==> src/rtl/fetch_unit_pkg.sv <==
// fetch_unit_pkg: LC-3b word/opcode types plus fetch FSM state and BR offset width.
package fetch_unit_pkg;
  typedef logic [15:0] lc3b_word;
  typedef enum logic [3:0] {
    op_br = 4'h0, op_add = 4'h1, op_ldb = 4'h2, op_stb = 4'h3,
    op_jsr = 4'h4, op_and = 4'h5, op_ldr = 4'h6, op_str = 4'h7,
    op_rti = 4'h8, op_not = 4'h9, op_ldi = 4'ha, op_sti = 4'hb,
    op_jmp = 4'hc, op_shf = 4'hd, op_lea = 4'he, op_trap = 4'hf
  } lc3b_opcode;
  typedef enum logic [1:0] {IDLE, REQ, DRAIN} fetch_state_t;
  localparam int BR_OFF_W = 9;
endpackage

==> src/rtl/fetch_unit_if.sv <==
// fetch_unit_if: instruction-memory read/resp handshake between fetch (master) and memory (slave).
interface fetch_unit_if;
  import fetch_unit_pkg::*;
  lc3b_word i_mem_address;
  logic i_mem_read;
  logic i_mem_resp;
  lc3b_word i_mem_rdata;
  modport master (output i_mem_address, i_mem_read, input i_mem_resp, i_mem_rdata);
  modport slave (input i_mem_address, i_mem_read, output i_mem_resp, i_mem_rdata);
endinterface

==> src/rtl/fetch_predecode.sv <==
// fetch_predecode: flags conditional BR words (nzp!=000) and computes their taken target.
module fetch_predecode
  import fetch_unit_pkg::*;
(
  input  lc3b_word ir,
  input  lc3b_word pc,
  output logic     is_br,
  output lc3b_word target
);
  assign is_br = (lc3b_opcode'(ir[15:12]) == op_br) && (ir[11:9] != 3'b000);
  assign target = pc + 16'd2 + {{(16 - BR_OFF_W - 1){ir[BR_OFF_W-1]}}, ir[BR_OFF_W-1:0], 1'b0};
endmodule

==> src/rtl/fetch_unit.sv <==
// fetch_unit: LC-3b IF stage with PC, imem handshake and one-entry fetch buffer.
// Define PRED_TARGET_EN to follow predicted-taken BR targets.
module fetch_unit
  import fetch_unit_pkg::*;
#(
  parameter lc3b_word PC_RESET = 16'h0000
) (
  input  logic          clk,
  input  logic          reset,
  input  logic          fetch_enable,
  input  logic          stall,
  input  logic          redirect,
  input  lc3b_word      redirect_pc,
  input  logic          predict_taken,
  fetch_unit_if.master  imem,
  output logic          br_instruction,
  output logic          if_valid,
  output lc3b_word      if_ir,
  output lc3b_word      if_pc,
  output logic          if_pred_taken
);
  fetch_state_t state_q, state_d;
  lc3b_word pc_q, pc_d, req_addr_q, req_addr_d, if_ir_q, if_ir_d, if_pc_q, if_pc_d;
  logic if_valid_q, if_valid_d, if_pred_q, if_pred_d;
  logic is_br, pred, consume;
  lc3b_word br_target, next_pc;

  fetch_predecode u_predecode (.ir(imem.i_mem_rdata), .pc(req_addr_q), .is_br(is_br), .target(br_target));

`ifdef PRED_TARGET_EN
  assign pred = is_br & predict_taken;
  assign next_pc = pred ? br_target : req_addr_q + 16'd2;
`else
  logic unused_pred;
  assign unused_pred = ^{predict_taken, br_target};
  assign pred = 1'b0;
  assign next_pc = req_addr_q + 16'd2;
`endif

  assign consume = if_valid_q & ~stall;

  always_comb begin
    state_d = state_q;
    pc_d = pc_q;
    req_addr_d = req_addr_q;
    if_valid_d = if_valid_q & ~consume;
    if_ir_d = if_ir_q;
    if_pc_d = if_pc_q;
    if_pred_d = if_pred_q;
    case (state_q)
      IDLE: if (!redirect && fetch_enable && (!if_valid_q || consume)) begin
        state_d = REQ;
        req_addr_d = pc_q;
      end
      REQ: if (redirect) state_d = imem.i_mem_resp ? IDLE : DRAIN;
      else if (imem.i_mem_resp) begin
        state_d = IDLE;
        pc_d = next_pc;
        if_valid_d = 1'b1;
        if_ir_d = imem.i_mem_rdata;
        if_pc_d = req_addr_q;
        if_pred_d = pred;
      end
      DRAIN: state_d = imem.i_mem_resp ? IDLE : DRAIN;
      default: state_d = IDLE;
    endcase
    // redirect outranks consume and any in-flight buffer write
    if (redirect) begin
      pc_d = redirect_pc;
      if_valid_d = 1'b0;
    end
  end

  always_ff @(posedge clk) begin
    if (reset) begin
      state_q <= IDLE;
      pc_q <= PC_RESET;
      req_addr_q <= PC_RESET;
      if_valid_q <= 1'b0;
      if_ir_q <= '0;
      if_pc_q <= '0;
      if_pred_q <= 1'b0;
    end else begin
      state_q <= state_d;
      pc_q <= pc_d;
      req_addr_q <= req_addr_d;
      if_valid_q <= if_valid_d;
      if_ir_q <= if_ir_d;
      if_pc_q <= if_pc_d;
      if_pred_q <= if_pred_d;
    end
  end

  assign imem.i_mem_read = state_q != IDLE;
  assign imem.i_mem_address = req_addr_q;
  assign br_instruction = imem.i_mem_resp & (state_q == REQ) & is_br;
  assign if_valid = if_valid_q;
  assign if_ir = if_ir_q;
  assign if_pc = if_pc_q;
  assign if_pred_taken = if_pred_q;
endmodule

==> src/flat_wrapper.sv <==
// flat-port wrapper written by rule: the top's interface ports become plain ports
module fetch_unit_flat import fetch_unit_pkg::*;
#(
  parameter lc3b_word PC_RESET = 16'h0000
)
  (clk, reset, fetch_enable, stall, redirect, redirect_pc, predict_taken, br_instruction, if_valid, if_ir, if_pc, if_pred_taken, imem_i_mem_address, imem_i_mem_read, imem_i_mem_resp, imem_i_mem_rdata);
  fetch_unit_if imem_i ();
  input  logic clk;
  input  logic reset;
  input  logic fetch_enable;
  input  logic stall;
  input  logic redirect;
  input  lc3b_word redirect_pc;
  input  logic predict_taken;
  output logic br_instruction;
  output logic if_valid;
  output lc3b_word if_ir;
  output lc3b_word if_pc;
  output logic if_pred_taken;
  output wire logic [$bits(imem_i.i_mem_address)-1:0] imem_i_mem_address;
  output wire logic [$bits(imem_i.i_mem_read)-1:0] imem_i_mem_read;
  input wire logic [$bits(imem_i.i_mem_resp)-1:0] imem_i_mem_resp;
  input wire logic [$bits(imem_i.i_mem_rdata)-1:0] imem_i_mem_rdata;
  assign imem_i_mem_address = imem_i.i_mem_address;
  assign imem_i_mem_read = imem_i.i_mem_read;
  assign imem_i.i_mem_resp = imem_i_mem_resp;
  assign imem_i.i_mem_rdata = imem_i_mem_rdata;
  fetch_unit #(.PC_RESET(PC_RESET)) u_core (.clk(clk), .reset(reset), .fetch_enable(fetch_enable), .stall(stall), .redirect(redirect), .redirect_pc(redirect_pc), .predict_taken(predict_taken), .imem(imem_i), .br_instruction(br_instruction), .if_valid(if_valid), .if_ir(if_ir), .if_pc(if_pc), .if_pred_taken(if_pred_taken));
endmodule
==> config.mk <==
export PLATFORM = sky130hd
export DESIGN_NAME = fetch_unit_flat
export DESIGN_NICKNAME = d
export VERILOG_FILES = /design/src/rtl/fetch_unit_pkg.sv /design/src/rtl/fetch_unit_if.sv /design/src/rtl/fetch_predecode.sv /design/src/rtl/fetch_unit.sv /design/src/flat_wrapper.sv
export SDC_FILE = /design/constraint.sdc
export NUM_CORES = 1
export LEC_CHECK = 0
export BUFFER_PORTS_ARGS = -buffer_cell sky130_fd_sc_hd__buf_2
export CELL_PAD_IN_SITES_DETAIL_PLACEMENT = 2
export CELL_PAD_IN_SITES_GLOBAL_PLACEMENT = 2
export CORE_MARGIN = 2
export CORE_UTILIZATION = 25
export DETAILED_ROUTE_END_ITERATION = 7
export GPL_ROUTABILITY_DRIVEN = 0
export HOLD_SLACK_MARGIN = 0.05
export MAX_ROUTING_LAYER = met4
export PLACE_DENSITY_LB_ADDON = 0.1
export SKIP_LAST_GASP = 1
export SYNTH_ARGS = -nofsm -noshare
export SYNTH_HDL_FRONTEND = slang
export SYNTH_HIERARCHICAL = 1
export SYNTH_SLANG_ARGS = --single-unit
==> constraint.sdc <==
create_clock -name clk -period 1.5 [get_ports clk]
set_input_delay 0.15 -clock clk [delete_from_list [all_inputs] [get_ports clk]]
set_output_delay 0.15 -clock clk [all_outputs]
set_load 0.1 [all_outputs]
== Yosys cells after proc, flatten, opt, wreduce, memory -nomap -nowiden ==
Index checks and enable logic that the tools add are counted.
W data, S select, Z words.
Operators by class
  $add $sub $neg: 1
  equal/unequal tests: 4
  muxes and demuxes: 10
  bitwise gates (word level): 7
  reductions and logical operators: 17
Operators with widths (number)
  $mux W16: 3
  $add A16 B2 Y16 const B: 1
  $mux W2: 4
  $pmux W2 S3: 1
  $reduce_and A2 Y1: 3
  $reduce_bool A2 Y1: 3
  $and A1 B1 Y1: 4
  $logic_not A4 Y1: 1
  $logic_and A1 B1 Y1: 3
  $ne A3 B3 Y1 const B: 1
  $not A1 Y1: 3
  $reduce_and A3 Y1: 1
  $reduce_bool A3 Y1: 1
  $eq A2 B1 Y1 const B: 1
  $eq A2 B2 Y1 const B: 1
  $logic_not A1 Y1: 2
  $logic_not A2 Y1: 1
  $mux W1: 2
  $ne A2 B1 Y1 const B: 1
  $reduce_or A2 Y1: 1
  $logic_or A1 B1 Y1: 1
Storage, ports and cells
  flip-flop bits (word level): 67
  input bits: 39
  output and inout bits: 52
  logic and storage cells: 45

== Longest topological paths before layout ==
  depth after elaboration: 6
  mapped depth: 6
  gate-level depth less buffers: 5

== Hierarchy ==
The synthesis kept the hierarchy.
Modules (own cells, without submodules)
  fetch_unit: instances 1, cells an instance 329, area an instance 2861.5 um^2, seq. area each 1341.3 um^2
  fetch_predecode: instances 1, cells an instance 111, area an instance 884.6 um^2, seq. area each 0.0 um^2

== Worst setup path after synthesis ==
Ideal clock, no wire load.
  kind: reg-to-reg
  start: reg u_core.req_addr_q[1], in the netlist u_core/imem.i_mem_address[1]
  end: reg u_core.pc_q[11]
  setup time: 0.133 ns
  arrival time: 2.075 ns
  required time: 1.367 ns
  slack: -0.707 ns
  cell stages (with the launch flop): 6
  path buffers: 0
  period minus slack after synthesis: 2.207 ns
  path through: dfxtp_1 ha_1 nand3_2 o31a_1 o21ai_1 a31oi_1
Between the ends
  cells in the longest elaborated chain, start to end: 4
RTL lines
  from (decl): RTL line fetch_unit.sv:23  | lc3b_word pc_q, pc_d, req_addr_q, req_addr_d, if_ir_q, if_ir_d, if_pc_q, if_pc_d;
  from (signal assigned): RTL line fetch_unit.sv:86  | req_addr_q <= req_addr_d;
  $add A16 B2 Y16: RTL line fetch_unit.sv:37  | assign next_pc = req_addr_q + 16'd2;
  $mux W16: RTL line fetch_unit.sv:56  | else if (imem.i_mem_resp) begin
  $mux W16: RTL line fetch_unit.sv:50  | case (state_q)
  $mux W16: RTL line fetch_unit.sv:68  | if (redirect) begin
  to (signal assigned): RTL line fetch_unit.sv:85  | pc_q <= pc_d;
  to (decl): RTL line fetch_unit.sv:23
Every way passes these cells. The select of a mux whose other input is x is not followed.
A chain may end at the register's enable or synchronous reset.

== Worst setup path after layout ==
  start: reg u_core.req_addr_q[5], in the netlist u_core/imem.i_mem_address[5]
  end: out imem_i_mem_address[5]
RTL lines
  to (decl): RTL line flat_wrapper.sv:20  | output wire logic [$bits(imem_i.i_mem_address)-1:0] imem_i_mem_address;
No word-level cell between the ends.

==> qor.yml <==
cts_inserted_buffers: 9
vias: 2737
p_per_area_nw_per_um2: 1100
numClockSinks: 67
start_util: 0.254
critPathLaunch: "u_core/imem.i_mem_address[5]"
fmax_mhz: 696
port-buffer-count: 88
fin_setup_tns_ps: 0
clock_path_buffers: 2
tritoncts: "built"
cp-start-kind: "flip-flop"
ant_nets: 0
grt_pass1_vias: 3040
rows: 39
synth.cell_area_um2: 2880
clock_latency_ps: 330
grt_usage: 0.165
crit_path_max_incr_delay_ps: 440
worstHoldPathType: "in2reg"
worstSetupPathType: "reg2out"
root_buffer: "clkbuf_16"
place_hpwl_mm: 6.66
drt-initial-drc-count: 65
crit_family: "buffers and inverters"
hold_violations: 0
clock_power_share: 0.470
use_met2: 0.284
cts-htree-levels: 3
dr.pass1.iters: 4
cp_cell_sequence: "buf_4 -> buf_2"
leakage_nw: 1.71
seqCellArea_um2: 1400
drive_gt1_frac: 0.372
p_int_mw: 3.17
antenna_found_initial: 0
synth.net_count: 371
reg2reg_slack_ps: 110
syn-mean-instance-area_um2: 8.69
cp_slowest_cell: "buf_2"
period_needed_ps: 1440
critPathCapture: "imem_i_mem_address[5]"
wl_mm: 9.47
grt_overflow: 0
reg2regPathDepth: 5
power_frac_seq: 0.424
cap_violations: 0
report.final.slew_viol_count: 0
setup_violations: 0
worst_setup_path_end_kind: "output port"
final_common_cell: "buf_2"
comb_power_share: 0.106
cp_max_fo: 8
syn_inst: 331
finalCritPeriodShare: 0.958
grt-busiest-layer: "met2"
fp.coreArea_um2: 11300
path_buf_inv: 2
reg2reg_to: "u_core/pc_q[11]"
fin_nets: 470
clk_pin_slew_ps: 60
p_sw_mw: 1.17
grt_use_met1: 0.197
wl_per_cell_um: 16.4
rsz0062_at_grt: "no"
ys_warn_count: 6
skew_ps: 4.22
worstSetupPathDepth: 2
final_cell_mix: "buf_2 (86), nand2_1 (75), dfxtp_1 (50)"
fill_cells: 1319
grt_max_degree: 28
diodes: 0
ir_drop_v: 0.000411
worstPathArrival_ps: 1290
die_h_um: 111
status: "finished, final reports clean"
grt_pass1_wl_mm: 15.7
die_w_um: 111
worstPathRequired_ps: 1350
final_core_util: 0.350
switching_share: 0.270
multi_input_area_um2: 1430
met3_usage: 0.0344
drt_drc_violations_left: 0
vias_per_cell: 4.74
pin_count: 91
die_area_um2: 12400
area_growth_pct: 37.8
r2r-start: "u_core/imem.i_mem_address[1]"
## worst register-to-register path: cells and delay by family (launching register included)
| kind | cells | cell delay [ps] |
|---|---|---|
| AOI/OAI and AO/OA | 3 | 550 |
| DFF | 1 | 400 |
| adders and majority gates | 1 | 170 |
| and+or+nand+nor | 1 | 150 |
## registers in the layout, summed over array words and instances, names as in the netlist
name and count:
u_core/if_pc 16, u_core/if_valid 1, u_core/imem.i_mem_address 16, u_core/if_ir 16, u_core/state_q 2, u_core/pc_q 16
## metal layers
| layer | share of wire | vias up |
|---|---|---|
| li1 | - | 1330 |
| met2 | 0.52 | 42 |
| met1 | 0.44 | 1354 |
| met4 | 0.012 | 0 |
| met3 | 0.027 | 11 |
| met5 | 0 | - |
## through the flow
step | setup slack (ps) | area, µm² | hold slack [ps] | instances | total power, mW
CTS | 7.16 | 3910 | 51.3 | 575 | 4.42
global placement | 101 | 3600 | 386 | 557 | 2.33
detailed placement | 48.6 | 3600 | 399 | 557 | 2.34
finish | 62.8 | 3960 | 57.2 | 578 | 4.35
global route | 8.26 | 3960 | 62.6 | 578 | 4.55
floorplan | -35.9 | 2950 | 227 | 331 | 2.19
## power groups by stage
| stage | Sequential, mW | Clock, mW | Combinational [mW] |
|---|---|---|---|
| 6_report | 1.84 | 2.04 | 0.460 |
| 5_1_grt | 1.85 | 2.20 | 0.500 |
| 4_1_cts | 1.85 | 2.12 | 0.463 |
| 3_5_place_dp | 1.88 | 0 | 0.455 |
| 3_3_place_gp | 1.88 | 0 | 0.449 |
| 2_1_floorplan | 2.00 | 0 | 0.196 |
## area by class of cell
type	instances	area share
sequential	67	0.352
clock buffer	10	0.0631
multi-input combinational	238	0.361
timing repair buffer	112	0.168
clock inverter	6	0.00915
tap	143	0.0451
inverter	2	0.00189
## repair_timing
item | 4_1_cts | 5_1_grt
setup endpoints to repair | 2 | 31
buffers inserted | 1 | 3
gates resized for setup | 3 | 9
hold endpoints to repair | 1 | 0
hold buffers | 1 | 0
pin swaps | 0 | 1
## how the worst min path moves through the flow
stage / start / to / slack, ps / cells past startpoint
2_1_floorplan: imem_i_mem_resp / u_core/state_q[1] / 230 / 1
3_3_place_gp: redirect_pc[0] / u_core/pc_q[0] / 390 / 3
3_5_place_dp: redirect_pc[0] / u_core/pc_q[0] / 400 / 3
4_1_cts: imem_i_mem_rdata[0] / u_core/if_ir[0] / 50 / 3
5_1_grt: imem_i_mem_rdata[2] / u_core/if_ir[2] / 60 / 3
6_report: imem_i_mem_rdata[8] / u_core/if_ir[8] / 60 / 3
No activity file was read; power rests on OpenSTA's default activity.
